`src/rtl/ps2_pkg.sv`:
```
// ----------------------------------------------------------------------------
// ps2_pkg
// Shared definitions for the PS/2 scan-code controller:
//   - set-2 special byte values (extended prefix, break prefix, error bytes)
//   - decoder state encoding
//   - key-event record pushed through the event FIFO, plus its width
//   - small byte-classification helpers used by the decoder
// ----------------------------------------------------------------------------
package ps2_pkg;

    // Set-2 prefix and keyboard error bytes
    localparam logic [7:0] PS2_EXT  = 8'hE0;
    localparam logic [7:0] PS2_BRK  = 8'hF0;
    localparam logic [7:0] PS2_ERR0 = 8'h00;
    localparam logic [7:0] PS2_ERR1 = 8'hFF;

    // Decoder state: which prefix bytes have been seen for the pending key
    typedef enum logic [1:0] {
        ST_IDLE     = 2'd0,
        ST_PFX_E0   = 2'd1,
        ST_PFX_F0   = 2'd2,
        ST_PFX_E0F0 = 2'd3
    } dec_state_t;

    // One folded key event as stored in the FIFO
    typedef struct packed {
        logic       ext;
        logic       brk;
        logic [7:0] code;
    } key_evt_t;

    localparam int KEY_EVT_W = $bits(key_evt_t);

    // Keyboard error / overrun bytes carry no key information
    function automatic logic is_err_byte(input logic [7:0] b);
        return (b == PS2_ERR0) || (b == PS2_ERR1);
    endfunction

    // Either prefix byte
    function automatic logic is_prefix_byte(input logic [7:0] b);
        return (b == PS2_EXT) || (b == PS2_BRK);
    endfunction

endpackage

```
`src/rtl/ps2_evt_fifo.sv`:
```
// ----------------------------------------------------------------------------
// ps2_evt_fifo
// Synchronous show-ahead FIFO for decoded key events. Full/empty are derived
// from an occupancy counter. The head entry is held in its own register so the
// outputs come straight from flops and stay stable while the consumer stalls.
//
// Ports:
//   i_clk       system clock, rising edge
//   i_rst_n     asynchronous active-low reset (contents discarded)
//   i_push      write request for i_wdata
//   i_wdata     entry to write
//   i_pop       consumer accepts the head entry this cycle
//   o_rdata     head entry (valid while o_valid)
//   o_valid     FIFO holds at least one entry
//   o_overflow  push rejected this cycle (full and no pop)
// ----------------------------------------------------------------------------
module ps2_evt_fifo
    import ps2_pkg::*;
#(
    parameter int FIFO_DEPTH = 4,
    parameter int WIDTH      = KEY_EVT_W
) (
    input  logic             i_clk,
    input  logic             i_rst_n,
    input  logic             i_push,
    input  logic [WIDTH-1:0] i_wdata,
    input  logic             i_pop,
    output logic [WIDTH-1:0] o_rdata,
    output logic             o_valid,
    output logic             o_overflow
);

    localparam int             PTR_W    = $clog2(FIFO_DEPTH);
    localparam logic [PTR_W:0] FULL_CNT = (PTR_W + 1)'(FIFO_DEPTH);

    logic [WIDTH-1:0] r_mem [FIFO_DEPTH];
    logic [PTR_W-1:0] r_wrPtr;
    logic [PTR_W-1:0] r_rdPtr;
    logic [PTR_W:0]   r_count;
    logic [WIDTH-1:0] r_head;

    logic             w_full;
    logic             w_popOk;
    logic             w_pushOk;
    logic [PTR_W-1:0] w_rdNext;
    logic [WIDTH-1:0] w_headNext;

    assign w_full   = (r_count == FULL_CNT);
    assign w_popOk  = i_pop && (r_count != '0);
    // A pop in the same cycle frees the slot, so a full FIFO still accepts
    assign w_pushOk = i_push && (!w_full || w_popOk);

    assign o_overflow = i_push && w_full && !w_popOk;
    assign o_valid    = (r_count != '0);
    assign o_rdata    = r_head;

    // Head after this edge: the incoming word when it lands at the new read
    // pointer (empty FIFO, or single entry being popped), else stored data.
    always_comb begin
        w_rdNext   = w_popOk ? (r_rdPtr + 1'b1) : r_rdPtr;
        w_headNext = r_mem[w_rdNext];
        if (w_pushOk && (r_wrPtr == w_rdNext)) begin
            w_headNext = i_wdata;
        end
    end

    always_ff @(posedge i_clk or negedge i_rst_n) begin
        if (!i_rst_n) begin
            for (int i = 0; i < FIFO_DEPTH; i++) begin
                r_mem[i] <= '0;
            end
            r_wrPtr <= '0;
            r_rdPtr <= '0;
            r_count <= '0;
            r_head  <= '0;
        end else begin
            if (w_pushOk) begin
                r_mem[r_wrPtr] <= i_wdata;
                r_wrPtr        <= r_wrPtr + 1'b1;
            end
            r_rdPtr <= w_rdNext;
            r_head  <= w_headNext;
            case ({w_pushOk, w_popOk})
                2'b10:   r_count <= r_count + 1'b1;
                2'b01:   r_count <= r_count - 1'b1;
                default: r_count <= r_count;
            endcase
        end
    end

endmodule

```
`src/rtl/ps2_scan_ctrl.sv`:
```
// ----------------------------------------------------------------------------
// ps2_scan_ctrl
// Sits between a PS/2 byte receiver and key-consuming logic. Folds set-2
// E0/F0 prefixes into single key events, queues them in a small FIFO with a
// valid/ready handshake, and aborts the receiver if a frame stalls.
//
// Ports:
//   i_clk           system clock, rising edge
//   i_rst_n         asynchronous active-low reset
//   i_rx_done_tick  receiver pulse: i_rx_data holds a complete byte
//   i_rx_data       received byte
//   i_rx_busy       receiver is mid-frame
//   o_rx_en         receiver enable (low in reset and during an abort cycle)
//   o_rx_abort      one-cycle pulse: receiver drops its partial frame
//   o_key_valid     FIFO head holds an event
//   i_key_ready     consumer accepts head this cycle
//   o_key_code      head scan code
//   o_key_ext       head event had E0 prefix
//   o_key_brk       head event is a release
//   o_err           sticky errors: [0] FIFO overflow, [1] watchdog timeout
//   i_clr_err       clears o_err (a same-cycle new error still sets its bit)
// ----------------------------------------------------------------------------
module ps2_scan_ctrl
    import ps2_pkg::*;
#(
    parameter int TIMEOUT_CYC = 200000,
    parameter int FIFO_DEPTH  = 4
) (
    input  logic       i_clk,
    input  logic       i_rst_n,
    input  logic       i_rx_done_tick,
    input  logic [7:0] i_rx_data,
    input  logic       i_rx_busy,
    output logic       o_rx_en,
    output logic       o_rx_abort,
    output logic       o_key_valid,
    input  logic       i_key_ready,
    output logic [7:0] o_key_code,
    output logic       o_key_ext,
    output logic       o_key_brk,
    output logic [1:0] o_err,
    input  logic       i_clr_err
);

    localparam int              WD_W    = (TIMEOUT_CYC > 2) ? $clog2(TIMEOUT_CYC) : 1;
    localparam logic [WD_W-1:0] WD_LAST = WD_W'(TIMEOUT_CYC - 1);

    dec_state_t      r_state;
    dec_state_t      w_stateNext;
    logic [WD_W-1:0] r_wdCnt;
    logic            r_abort;
    logic            r_enable;
    logic [1:0]      r_err;

    logic            w_expire;
    logic            w_emit;
    key_evt_t        w_evt;
    key_evt_t        w_headEvt;
    logic            w_keyValid;
    logic            w_pop;
    logic            w_overflow;

    // A completed byte in the expiry cycle wins: the frame did finish.
    assign w_expire = i_rx_busy && !i_rx_done_tick && (r_wdCnt == WD_LAST);

    // Watchdog counts consecutive busy cycles of one frame; abort is
    // registered so the receiver sees a clean single-cycle pulse.
    always_ff @(posedge i_clk or negedge i_rst_n) begin
        if (!i_rst_n) begin
            r_wdCnt  <= '0;
            r_abort  <= 1'b0;
            r_enable <= 1'b0;
        end else begin
            r_enable <= 1'b1;
            r_abort  <= w_expire;
            if (!i_rx_busy || i_rx_done_tick || w_expire) begin
                r_wdCnt <= '0;
            end else begin
                r_wdCnt <= r_wdCnt + 1'b1;
            end
        end
    end

    assign o_rx_en    = r_enable && !r_abort;
    assign o_rx_abort = r_abort;

    // Decoder state register
    always_ff @(posedge i_clk or negedge i_rst_n) begin
        if (!i_rst_n) begin
            r_state <= ST_IDLE;
        end else begin
            r_state <= w_stateNext;
        end
    end

    // Prefix folding: remember E0/F0 until the key byte arrives, then emit
    // one event. Error bytes and stray prefixes after F0 reset the sequence.
    always_comb begin
        w_stateNext = r_state;
        w_emit      = 1'b0;
        w_evt.ext   = 1'b0;
        w_evt.brk   = 1'b0;
        w_evt.code  = i_rx_data;
        if (i_rx_done_tick) begin
            if (is_err_byte(i_rx_data)) begin
                w_stateNext = ST_IDLE;
            end else begin
                case (r_state)
                    ST_IDLE: begin
                        if (i_rx_data == PS2_EXT) begin
                            w_stateNext = ST_PFX_E0;
                        end else if (i_rx_data == PS2_BRK) begin
                            w_stateNext = ST_PFX_F0;
                        end else begin
                            w_emit = 1'b1;
                        end
                    end
                    ST_PFX_E0: begin
                        if (i_rx_data == PS2_BRK) begin
                            w_stateNext = ST_PFX_E0F0;
                        end else if (i_rx_data == PS2_EXT) begin
                            w_stateNext = ST_PFX_E0;
                        end else begin
                            w_emit      = 1'b1;
                            w_evt.ext   = 1'b1;
                            w_stateNext = ST_IDLE;
                        end
                    end
                    ST_PFX_F0: begin
                        w_stateNext = ST_IDLE;
                        if (!is_prefix_byte(i_rx_data)) begin
                            w_emit    = 1'b1;
                            w_evt.brk = 1'b1;
                        end
                    end
                    ST_PFX_E0F0: begin
                        w_stateNext = ST_IDLE;
                        if (!is_prefix_byte(i_rx_data)) begin
                            w_emit    = 1'b1;
                            w_evt.ext = 1'b1;
                            w_evt.brk = 1'b1;
                        end
                    end
                    default: begin
                        w_stateNext = ST_IDLE;
                    end
                endcase
            end
        end else if (w_expire) begin
            w_stateNext = ST_IDLE;
        end
    end

    assign w_pop = w_keyValid && i_key_ready;

    ps2_evt_fifo #(
        .FIFO_DEPTH (FIFO_DEPTH),
        .WIDTH      (KEY_EVT_W)
    ) u_fifo (
        .i_clk      (i_clk),
        .i_rst_n    (i_rst_n),
        .i_push     (w_emit),
        .i_wdata    (w_evt),
        .i_pop      (w_pop),
        .o_rdata    (w_headEvt),
        .o_valid    (w_keyValid),
        .o_overflow (w_overflow)
    );

    assign o_key_valid = w_keyValid;
    assign o_key_code  = w_headEvt.code;
    assign o_key_ext   = w_headEvt.ext;
    assign o_key_brk   = w_headEvt.brk;

    // Sticky error flags; a new error in the clear cycle keeps its bit set.
    always_ff @(posedge i_clk or negedge i_rst_n) begin
        if (!i_rst_n) begin
            r_err <= 2'b00;
        end else begin
            r_err[0] <= w_overflow || (r_err[0] && !i_clr_err);
            r_err[1] <= w_expire   || (r_err[1] && !i_clr_err);
        end
    end

    assign o_err = r_err;

endmodule

```
`config.mk`:
```
export PLATFORM = sky130hd
export DESIGN_NAME = ps2_scan_ctrl
export DESIGN_NICKNAME = d
export VERILOG_FILES = /design/src/rtl/ps2_pkg.sv /design/src/rtl/ps2_evt_fifo.sv /design/src/rtl/ps2_scan_ctrl.sv
export SDC_FILE = /design/constraint.sdc
export NUM_CORES = 1
export LEC_CHECK = 0
export BUFFER_PORTS_ARGS = -buffer_cell sky130_fd_sc_hd__buf_4
export CAP_MARGIN = 20
export CORE_UTILIZATION = 50
export CTS_BUF_LIST = sky130_fd_sc_hd__clkbuf_8 sky130_fd_sc_hd__clkbuf_16
export DETAILED_ROUTE_END_ITERATION = 8
export GPL_TIMING_DRIVEN = 0
export PLACE_DENSITY = 0.74
export SLEW_MARGIN = 30
export SYNTH_ARGS = -nofsm -noshare
export SYNTH_HDL_FRONTEND = slang
export SYNTH_HIERARCHICAL = 1
export SYNTH_SLANG_ARGS = --single-unit
```
`constraint.sdc`:
```
create_clock -name i_clk -period 3.35 [get_ports i_clk]
set_clock_uncertainty 0.2 [all_clocks]
set_input_delay 0.1675 -clock i_clk [delete_from_list [all_inputs] [get_ports i_clk]]
set_output_delay 0.1675 -clock i_clk [all_outputs]
set_load 0.05 [all_outputs]
```
# [Yosys cells after proc, flatten, opt, wreduce, memory -nomap -nowiden]
# Index checks and enable logic that the tools add are counted.
[totals] ff_bits=81 in_bits=14 out_inout_bits=15 word_cells=98
[classes] bitwise=2 n_eq_ne=12 order_cmp=3 n_reduce_logical=32 addsub=5 muxes=31
[op_table] op="40-bit bitwise mux" count=1
[op_table] op="10-bit two-way mux" count=4
[op_table] op="8-bit equality test, second input constant" count=3
[op_table] op="10-bit binary-select mux with 2-bit select" count=1
[op_table] op="10-bit demux with 2-bit select" count=1
[op_table] op="2-bit two-way mux" count=10
[op_table] op="18-bit by 1-bit adder with 18-bit output, second input constant" count=1
[op_table] op="18-bit equality test, second input constant" count=1
[op_table] op="18-bit two-way mux" count=1
[op_table] op="1-bit logical AND" count=12
[op_table] op="8-bit zero test" count=1
[op_table] op="1-bit two-way mux" count=8
[op_table] op="1-bit logical OR" count=7
[op_table] op="2-bit equality test, second input constant" count=3
[op_table] op="3-bit greater-or-equal comparator, second input constant" count=2
[op_table] op="1-bit zero test" count=6
[op_table] op="2-bit inverter with 3-bit output" count=2
[op_table] op="2-bit one-hot mux with 3 select lines" count=1
[op_table] op="3-bit one-hot mux with 2 select lines" count=1
[op_table] op="5-bit != test, second input constant" count=1
[op_table] op="2-bit by 1-bit adder with 2-bit output, second input constant" count=2
[op_table] op="2-bit by 1-bit equality test with 1-bit output, second input constant" count=2
[op_table] op="1-bit one-hot mux with 2 select lines" count=2
[op_table] op="2-bit nonzero test" count=2
[op_table] op="other kinds (10)" count=10

# [Longest topological paths before layout]
# Gate-level depths: netlist of run 1.
[logic_depth] ltp_word=9 ltp_mapped=12 ltp_nobuf=9

# [Modules after synthesis]
# Netlist of run 1, hierarchy kept.
[modules_own_cells] mod="ps2_evt_fifo" seq_area_each_um2=1426.4 n_inst=1 cells_each=267 area_per_inst_um2=3075.4
[modules_own_cells] mod="ps2_scan_ctrl" seq_area_each_um2=600.6 n_inst=1 cells_each=132 area_per_inst_um2=1278.7

# [Worst setup path after synthesis of run 1]
# OpenSTA, ideal clock, no wires.
[synth_path] kind="reg-to-reg" from="register u_fifo.r_count[2]" to="register u_fifo.r_count[1]" setup_time_ns=0.087 n_path_buf=4 slack_ns=0.083 required_ns=3.063 arrival_time_ns=2.980 period_less_slack_ns=3.267 path_stages_with_launch=13 path_cell_list="dfrtp_1 -> buf_2 -> or3_1 -> and2_1 -> buf_2 -> o31a_1 -> buf_2 -> buf_1 -> nand2b_1 -> fa_1 -> nor3_1 -> o21ai_0 -> a22oi_1"
[synth_via] elab_chain_cells=7 elab_cells_between_ends=11 cone_classes="eq/ne (3); mux (1); reduce/logical (7)"
[synth_lines] element="from (decl)" line_no="ps2_evt_fifo.sv:39" source="logic [PTR_W:0] r_count;"
[synth_lines] element="from (signal assigned)" line_no="ps2_evt_fifo.sv:84" source="2'b10: r_count <= r_count + 1'b1;"
[synth_lines] element="from (signal assigned)" line_no="ps2_evt_fifo.sv:85" source="2'b01: r_count <= r_count - 1'b1;"
[synth_lines] element="from (signal assigned)" line_no="ps2_evt_fifo.sv:86" source="default: r_count <= r_count;"
[synth_lines] element="3-bit nonzero test *" line_no="ps2_evt_fifo.sv:54" source="assign o_valid = (r_count != '0);"
[synth_lines] element="via o_key_valid" line_no="ps2_scan_ctrl.sv:36" source="output logic o_key_valid,"
[synth_lines] element="1-bit logical AND *" line_no="ps2_scan_ctrl.sv:154" source="assign w_pop = w_keyValid && i_key_ready;"
[synth_lines] element="via w_pop" line_no="ps2_scan_ctrl.sv:60" source="logic w_pop;"
[synth_lines] element="1-bit logical AND *" line_no="ps2_evt_fifo.sv:49" source="assign w_popOk = i_pop && (r_count != '0);"
[synth_lines] element="1-bit logical OR" line_no="ps2_evt_fifo.sv:51" source="assign w_pushOk = i_push && (!w_full || w_popOk);"
[synth_lines] element="1-bit logical AND" line_no="ps2_evt_fifo.sv:51"
[synth_lines] element="2-bit by 1-bit equality test with 1-bit output or 2-bit equality test (tied branches)" line_no="ps2_evt_fifo.sv:83" source="case ({w_pushOk, w_popOk})"
[synth_lines] element="3-bit one-hot mux with 2 select lines or 2-bit nonzero test (tied branches)"
# Mark *: on every way through the listed nets, which the timed path passes. The rest lies on a longest branch.
# A chain may end at the register's enable or synchronous reset.

# [Worst setup path in the final report of run 1]
[layout_path] from="register u_fifo.r_count[1]" to="register u_fifo/r_mem[17] in the netlist's numbering"
[layout_via] elab_chain_cells=5 elab_cells_between_ends=7 cone_classes="eq/ne (1); reduce/logical (6)"
[layout_lines] element="3-bit nonzero test" line_no="ps2_evt_fifo.sv:54"
[layout_lines] element="1-bit logical AND" line_no="ps2_scan_ctrl.sv:154"
[layout_lines] element="via w_pop" line_no="ps2_scan_ctrl.sv:60"
[layout_lines] element="1-bit logical AND" line_no="ps2_evt_fifo.sv:49"
[layout_lines] element="1-bit logical OR" line_no="ps2_evt_fifo.sv:51"
[layout_lines] element="1-bit logical AND" line_no="ps2_evt_fifo.sv:51"
[layout_lines] element="to (signal, indexed assignment)" line_no="ps2_evt_fifo.sv:78" source="r_mem[r_wrPtr] <= i_wdata;"
[layout_lines] element="to (decl)" line_no="ps2_evt_fifo.sv:36" source="logic [WIDTH-1:0] r_mem [FIFO_DEPTH];"
# The timed path passes the listed nets, and every way through them passes these cells.

==> metrics.log, run 1 <==
[metrics] detailed-route vias per instance: 5.91
[metrics] Sequential Power Share: 33.6%
[metrics] area of the core: 8340 µm²
[metrics] hold depth: 3
[metrics] top fanout value on the critical path: 10
[metrics] number of library cell types mapped by synthesis: 51
[metrics] combined global-route utilization of all metal layers: 23.6%
[metrics] Util after Layout: 60.2%
[metrics] number of rows created at floorplan: 33
[metrics] share of the clock period used by the worst path after layout: 93.2%
[metrics] register-to-register setup slack: 0.23 ns
[metrics] number of top-level pins: 29
[metrics] nets in the synthesized netlist: 419
[metrics] endpoint of the most critical register-to-register path: u_fifo/r_mem[17]
[metrics] number of antenna repair diodes: 0
[metrics] sinks on the clock net: 81
[metrics] share of final-layout standard cells stronger than drive strength 1: 27.0%
[metrics] Max Cap Violations: 0
[metrics] pwr/cell area: 882 nW/µm²
[metrics] setup repair after global routing missed its margin: false
[metrics] number of I/O port buffers: 28
[metrics] max-slew headroom at the worst pin: 50.0%
[metrics] number of enable-type register cells in the synthesized netlist: 0
[metrics] switching power summed over all nets: 0.00180 W
[metrics] number of hold violations in the final report: 0
[metrics] Ys Warns: 6
[metrics] Worst-Skew Late Latency: 0.34 ns
[metrics] mean post-synth cell area: 10.9 µm²
[metrics] Detail Route Antenna Nets: 0
[metrics] RD Place Congestion: 0.841
[metrics] Max Buffers Root-to-Sink: 2
[metrics] overall routed net length: 9.79 mm
[metrics] clock tree from TritonCTS: yes
[metrics] Slew Viols, Final: 0
[metrics] type of the worst min-delay path: primary input to register
[metrics] vias in the first global route: 3,322
[metrics] internal power: 0.00263 W
[metrics] area of the die: 9090 µm²
[metrics] Initial Utilization: 52.2%
[metrics] root cell of the clock tree: sky130_fd_sc_hd__clkbuf_8
[metrics] largest area contributor in the synthesized netlist: sky130_fd_sc_hd__dfrtp_1
[metrics] global-route wire length before repair: 16.3 mm
[metrics] post-detailed-route DRC marker count: 0
[metrics] endpoint kind of the worst setup timing path: register
[metrics] number of standard cells in the layout, taps in and fillers out: 557
[metrics] Worst Hold Margin: 0.00717 ns
[metrics] Clk pin slew, worst setup/hold paths: 0.08 ns
[metrics] die outline height: 95.3 µm
[metrics] Chip Width: 95.3 µm
[metrics] flip-flop and latch count after synthesis: 81
[metrics] Syn-to-layout area delta: 15.3%
[metrics] Setup Fix Bufs, Post-CTS: 0
[metrics] sum of overflow across all layers after global routing: 0
[metrics] maximum number of pins on one net before global-route repair: 82
[metrics] Clock Power Share: 15.8%
[metrics] reported leakage power: 2.16 nW
[metrics] DP Area: 4700 µm²
[metrics] arrival time worst endpoint: 3.15 ns
[metrics] share of the yosys chip area belonging to registers: 46.6%
[metrics] routed wirelength normalized by instance count: 17.6 µm
[metrics] shortest clock period the worst path allows after layout: 3.12 ns
[metrics] number of setup violations in the final report: 0
[metrics] gate count of the mapped netlist: 399
[metrics] Setup CP Type: register to register
[metrics] power share of the combinational group: 50.6%
[metrics] switching fraction of total power: 40.7%
[metrics] number of H-tree levels: 3
[metrics] total via count in the routed design: 3,291
[metrics] most frequent cells in the layout: 81 x sky130_fd_sc_hd__dfrtp_1, 50 x sky130_fd_sc_hd__mux2_2, 39 x sky130_fd_sc_hd__nor2_1
[metrics] dpl cells: 532
[metrics] post-synth design cell area: 4350 µm²
[metrics] total CTS buffers: 9
[metrics] worst hold path startpoint: i_rx_busy
[metrics] antenna violations before repair: 0
[metrics] detailed-router iteration count before antenna repair: 5
[metrics] number of nets in the layout: 468
[metrics] commonest register cell after synthesis: sky130_fd_sc_hd__dfrtp_1
[metrics] async set-or-reset flop fraction in the synthesized netlist: 100%
[metrics] number of cell instances on the worst register-to-register path: 8
[metrics] outcome: complete, no violations
[metrics] achievable clock frequency: 320 MHz
[metrics] Peak VDD IR: 0.570 mV
[metrics] most common cell after layout, fill and taps aside: sky130_fd_sc_hd__dfrtp_1
[metrics] leading post-synthesis cells by cell area: sky130_fd_sc_hd__dfrtp_1 47%, sky130_fd_sc_hd__mux2_2 13%, sky130_fd_sc_hd__nor2_1 3.4%, sky130_fd_sc_hd__a221oi_2 3.1%, sky130_fd_sc_hd__xnor2_1 2.6%
[metrics] Worst EP required: 3.38 ns
[metrics] startpoint type of the worst setup path: register
[metrics] HPWL after detailed placement: 6.54 mm
[metrics] slew at the pin with the worst max-slew slack: 0.750 ns
[metrics] drt first-iter violations: 278
[metrics] area share of the largest cell type after synthesis: 46.6%
[metrics] post-route design area: 5020 µm²
[metrics] sink of the worst hold path: r_wdCnt[4]
[metrics] Reg2Reg Launch Point: u_fifo/r_count[1]
## power groups by stage
stage	clock [W]	sequential, W	combinational, W
after floorplan	0	0.00166	0.00149
after CTS	0.000724	0.00148	0.00222
after global routing	0.000759	0.00152	0.00242
final	0.000702	0.00149	0.00224
after global placement	0	0.00148	0.00215
after detailed placement	0	0.00150	0.00220
## cell families after synthesis
logic type,synth area share (%)
flops,46.6
buf+inv,3.48
compound gates,12.4
fa+ha+maj,1.90
other cells,0.0861
xor+xnor,3.82
simple gates,18.0
mux,13.9
## critical path, stage by stage (launching register included)
cell,delay (ns)
sky130_fd_sc_hd__dfrtp_1,0.47
sky130_fd_sc_hd__or3_1,0.41
sky130_fd_sc_hd__and2_1,0.16
sky130_fd_sc_hd__buf_2,0.18
sky130_fd_sc_hd__nor4b_1,0.36
sky130_fd_sc_hd__nor2b_1,0.09
sky130_fd_sc_hd__clkbuf_1,0.23
sky130_fd_sc_hd__nand2_1,0.50
sky130_fd_sc_hd__mux2_2,0.41
## how the worst max path moves through the flow
stage                                   end  slack (ns)         startpoint  cells past startpoint
after detailed placement  u_fifo/r_count[1]       -0.09  u_fifo/r_count[1]                     11
after global placement    u_fifo/r_count[1]       -0.01  u_fifo/r_count[1]                     11
final                      u_fifo/r_mem[17]        0.23  u_fifo/r_count[1]                      8
after global routing      u_fifo/r_count[1]       0.009  u_fifo/r_count[1]                     10
after floorplan           u_fifo/r_count[1]        0.08  u_fifo/r_count[2]                     12
after CTS                 u_fifo/r_count[1]        0.12       i_rx_data[3]                     12
## cell type report
| cell class | count | area (µm²) |
|---|---|---|
| tap | 105 | 131 |
| fill | 692 | 3320 |
| sequential | 81 | 2030 |
| clock buffer | 10 | 138 |
| clock inverter | 5 | 56.3 |
| buffer | 23 | 109 |
| multi-input combinational | 283 | 2190 |
| inverter | 11 | 41.3 |
| timing repair buffer | 39 | 324 |
## stage by stage
step | worst slack, ns | TNS (ns) | power (W)
after floorplan | 0.0829 | 0 | 0.00315
after global placement | -0.0126 | -0.0126 | 0.00363
after detailed placement | -0.0916 | -0.134 | 0.00370
after CTS | 0.121 | 0 | 0.00442
after global routing | 0.00883 | 0 | 0.00471
final | 0.229 | 0 | 0.00443
## sequential cells by signal, summed over array words and instances (netlist names)
name            count
u_fifo/r_mem       40
r_wdCnt            18
u_fifo/o_rdata     10
u_fifo/r_count      3
o_err               2
r_state             2
u_fifo/r_rdPtr      2
u_fifo/r_wrPtr      2
o_rx_abort          1
r_enable            1
## synthesized netlist by cell type (2+ instances only)
master / instances
sky130_fd_sc_hd__buf_2: 7
sky130_fd_sc_hd__dfrtp_1: 81
sky130_fd_sc_hd__nand4_1: 7
sky130_fd_sc_hd__nor3_1: 14
sky130_fd_sc_hd__o221ai_1: 9
sky130_fd_sc_hd__nand3b_1: 10
sky130_fd_sc_hd__o31ai_1: 9
sky130_fd_sc_hd__a21oi_1: 3
sky130_fd_sc_hd__nor4b_1: 2
sky130_fd_sc_hd__a221oi_2: 9
sky130_fd_sc_hd__a211oi_1: 2
sky130_fd_sc_hd__nand2_1: 17
sky130_fd_sc_hd__buf_1: 5
sky130_fd_sc_hd__clkbuf_1: 9
sky130_fd_sc_hd__mux2i_1: 4
sky130_fd_sc_hd__or3_1: 10
sky130_fd_sc_hd__ha_1: 5
sky130_fd_sc_hd__o211ai_1: 2
sky130_fd_sc_hd__buf_4: 3
sky130_fd_sc_hd__nor4_1: 10
sky130_fd_sc_hd__and2_1: 2
sky130_fd_sc_hd__a21o_1: 11
sky130_fd_sc_hd__o21ai_0: 7
sky130_fd_sc_hd__nor2_1: 39
sky130_fd_sc_hd__inv_1: 11
sky130_fd_sc_hd__xnor2_1: 13
sky130_fd_sc_hd__and3_1: 7
sky130_fd_sc_hd__nor2b_1: 2
sky130_fd_sc_hd__xor2_1: 6
sky130_fd_sc_hd__o31a_1: 2
sky130_fd_sc_hd__nand2b_1: 4
sky130_fd_sc_hd__and4_1: 4
sky130_fd_sc_hd__mux2_2: 50
sky130_fd_sc_hd__nand3_1: 6
## timing repair
action | in CTS | in global routing
hold buffers | 11 | 0
endpoints found under the hold margin | 126 | 0
setup endpoints to repair | 2 | 18
resized for setup | 0 | 6
## layer usage
layer / up-vias / part of all wire, % / track usage, %
met2: 95 / 46 / 36.7
met4: 0 / 1.7 / 9.34
met3: 19 / 4.1 / 4.47
met1: 1622 / 48 / 32.5
li1: 1555 / - / -
met5: - / 0 / 0
No activity file was read; power rests on OpenSTA's default activity.
==> run 2, diff against run 1 <==
Settings changed: CORE_MARGIN set to 2, PLACE_DENSITY 0.74 to 0.66.
==> run 2 against run 1 <==
Effect of this change: hold slack improved by 0.022 ns; non-clock buffer count did not move; highest routed layer unchanged; final cell count rose by 0.54%; critical path depth rose by 2.
==> metrics.log, run 2 (synthesis results as in run 1) <==
[metrics] storage element area: 2030 µm²
[metrics] peak per-stage delay on the critical path: 0.51 ns
[metrics] Sequential Power Share: 33.1%
[metrics] reported leakage power: 2.17 nW
[metrics] die outline height: 97.3 µm
[metrics] number of nets in the layout: 468
[metrics] Worst-Skew Late Latency: 0.35 ns
[metrics] pwr/cell area: 897 nW/µm²
[metrics] detailed-route vias per instance: 5.95
[metrics] share of final-layout standard cells stronger than drive strength 1: 26.3%
[metrics] number of rows created at floorplan: 34
[metrics] area of the core: 8590 µm²
[metrics] HPWL after detailed placement: 6.62 mm
[metrics] endpoint kind of the worst setup timing path: register
[metrics] Syn-to-layout area delta: 15.4%
[metrics] number of H-tree levels: 3
[metrics] slew at the pin with the worst max-slew slack: 0.758 ns
[metrics] clock tree from TritonCTS: yes
[metrics] total CTS buffers: 9
[metrics] critical-path cell list: or3_1 -> and2_1 -> buf_2 -> o31a_1 -> buf_2 -> nand2b_1 -> fa_1 -> nor3_1 -> o21ai_0 -> a22oi_1
[metrics] outcome: complete, no violations
[metrics] number of hold violations in the final report: 0
[metrics] Initial Utilization: 50.7%
[metrics] internal power: 0.00267 W
[metrics] Largest Register: u_fifo/r_mem
[metrics] global-route wire length before repair: 17.2 mm
[metrics] overall routed net length: 10.3 mm
[metrics] sum of overflow across all layers after global routing: 0
[metrics] vias in the first global route: 3,372
[metrics] type of the worst min-delay path: primary input to register
[metrics] maximum number of pins on one net before global-route repair: 82
[metrics] combined global-route utilization of all metal layers: 22.5%
[metrics] antenna violations before repair: 0
[metrics] Max Cap Violations: 0
[metrics] drt first-iter violations: 132
[metrics] switching fraction of total power: 40.7%
[metrics] number of I/O port buffers: 28
[metrics] number of setup violations in the final report: 0
[metrics] achievable clock frequency: 318 MHz
[metrics] area of the die: 9470 µm²
[metrics] Chip Width: 97.3 µm
[metrics] setup repair after global routing missed its margin: false
[metrics] detailed-router iteration count before antenna repair: 4
[metrics] sinks on the clock net: 81
[metrics] most frequent cell on the critical path: sky130_fd_sc_hd__buf_2
[metrics] number of antenna repair diodes: 0
[metrics] switching power summed over all nets: 0.00183 W
[metrics] Setup Slack @ Placement: -0.113 ns
[metrics] final-layout setup total negative slack: 0 ns
[metrics] Fill cells: 731
[metrics] flip-flop count of the largest register, all copies and words added: 40
[metrics] Slew Viols, Final: 0
[metrics] Peak VDD IR: 0.545 mV
[metrics] Detail Route Antenna Nets: 0
[metrics] power share of the combinational group: 49.9%
[metrics] share of the clock period used by the worst path after layout: 93.9%
[metrics] Setup CP Type: register to register
[metrics] Clock Power Share: 17.0%
[metrics] routed wirelength normalized by instance count: 18.3 µm
[metrics] most common cell after layout, fill and taps aside: sky130_fd_sc_hd__dfrtp_1
[metrics] root cell of the clock tree: sky130_fd_sc_hd__clkbuf_8
[metrics] least setup slack across all paths after layout: 0.204 ns
[metrics] shortest clock period the worst path allows after layout: 3.15 ns
[metrics] total via count in the routed design: 3,333
[metrics] Max Buffers Root-to-Sink: 2
[metrics] area of the multi-input gates: 2180 µm²
[metrics] number of top-level pins: 29
[metrics] post-detailed-route DRC marker count: 0
[metrics] RD Place Congestion: 0.848
[metrics] startpoint type of the worst setup path: register
[metrics] max-slew headroom at the worst pin: 49.5%
[metrics] Worst EP required: 3.41 ns
[metrics] top fanout value on the critical path: 19
[metrics] slowest cell on the critical path: sky130_fd_sc_hd__dfrtp_1
[metrics] most frequent cells in the layout: 81 x sky130_fd_sc_hd__dfrtp_1, 50 x sky130_fd_sc_hd__mux2_2, 39 x sky130_fd_sc_hd__nor2_1
[metrics] Clk pin slew, worst setup/hold paths: 0.08 ns
[metrics] arrival time worst endpoint: 3.21 ns
run 2: changes by cell type in the layout (fill, tap and decap cells not counted), sizes merged:
cell and delta:
bufinv +1, clkbuf -1, clkinv -1, inv +1
run 2: per-stage QoR:
| step | util [%] | std cells | hold WS, ns | total power, W | area [µm²] |
|---|---|---|---|---|---|
| floorplan | - | 399 | -0.328 | 0.00315 | 4350 |
| global placement | 54.7 | 535 | 0.212 | 0.00365 | 4700 |
| detailed placement | 54.7 | 535 | 0.0691 | 0.00373 | 4700 |
| CTS | 58.4 | 560 | 0.0156 | 0.00451 | 5020 |
| global route | 58.5 | 560 | 0.0371 | 0.00476 | 5030 |
| finish | 58.5 | 560 | 0.0293 | 0.00451 | 5030 |
run 2: path summary, 6_finish.rpt:
path	startpoint	depth (start not counted)	endpoint	slack, ns
setup / recovery	u_fifo/r_count[1]	10	u_fifo/r_count[1]	0.20
min in group asynchronous	i_rst_n	2	u_fifo/r_count[2]	0.19
hold reg to reg	o_err[0]	1	o_err[0]	0.28
max in group asynchronous	i_rst_n	2	u_fifo/o_rdata[1]	2.21
hold / removal	i_rx_busy	3	r_wdCnt[15]	0.03
setup reg to reg	u_fifo/r_count[1]	10	u_fifo/r_count[1]	0.20
run 2: power groups by stage:
stage,Combinational (W),Sequential [W],Clock [W]
2_1_floorplan,0.00149,0.00166,0
3_3_place_gp,0.00216,0.00148,0
3_5_place_dp,0.00223,0.00150,0
4_1_cts,0.00224,0.00148,0.000783
5_1_grt,0.00242,0.00152,0.000821
6_report,0.00225,0.00149,0.000768
run 2: per-layer routing:
layer | share of wire (%) | GRT usage [%] | routed length [µm]
met1 | 46 | 31.1 | 4710
met2 | 48 | 35.8 | 4870
met3 | 4.8 | 3.31 | 496
met4 | 1.7 | 9.62 | 176
met5 | 0 | 0 | 0
run 2: what timing repair did:
action,in CTS,in global routing
hold endpoints to repair,125,0
setup endpoints to repair,2,43
gates resized for setup,0,3
hold buffers,11,0
setup buffers,0,0
run 2: layout make-up:
class | count | area share (%)
repair buffers | 39 | 6.45
clock inverters | 6 | 1.69
inverters | 11 | 0.822
well taps | 108 | 2.69
plain buffers | 23 | 2.14
multi-input cells | 283 | 43.4
flip-flops and latches | 81 | 40.3
clock buffers | 9 | 2.46
run 2: critical path, delay by kind of cell (launching register included):
kind,cells,cell delay [ns]
AO/OA/AOI/OAI,3,0.63
AND/OR/NAND/NOR,4,0.61
buffers and inverters,2,0.64
flip-flops,1,0.51
adder cells (fa/ha/maj),1,0.46
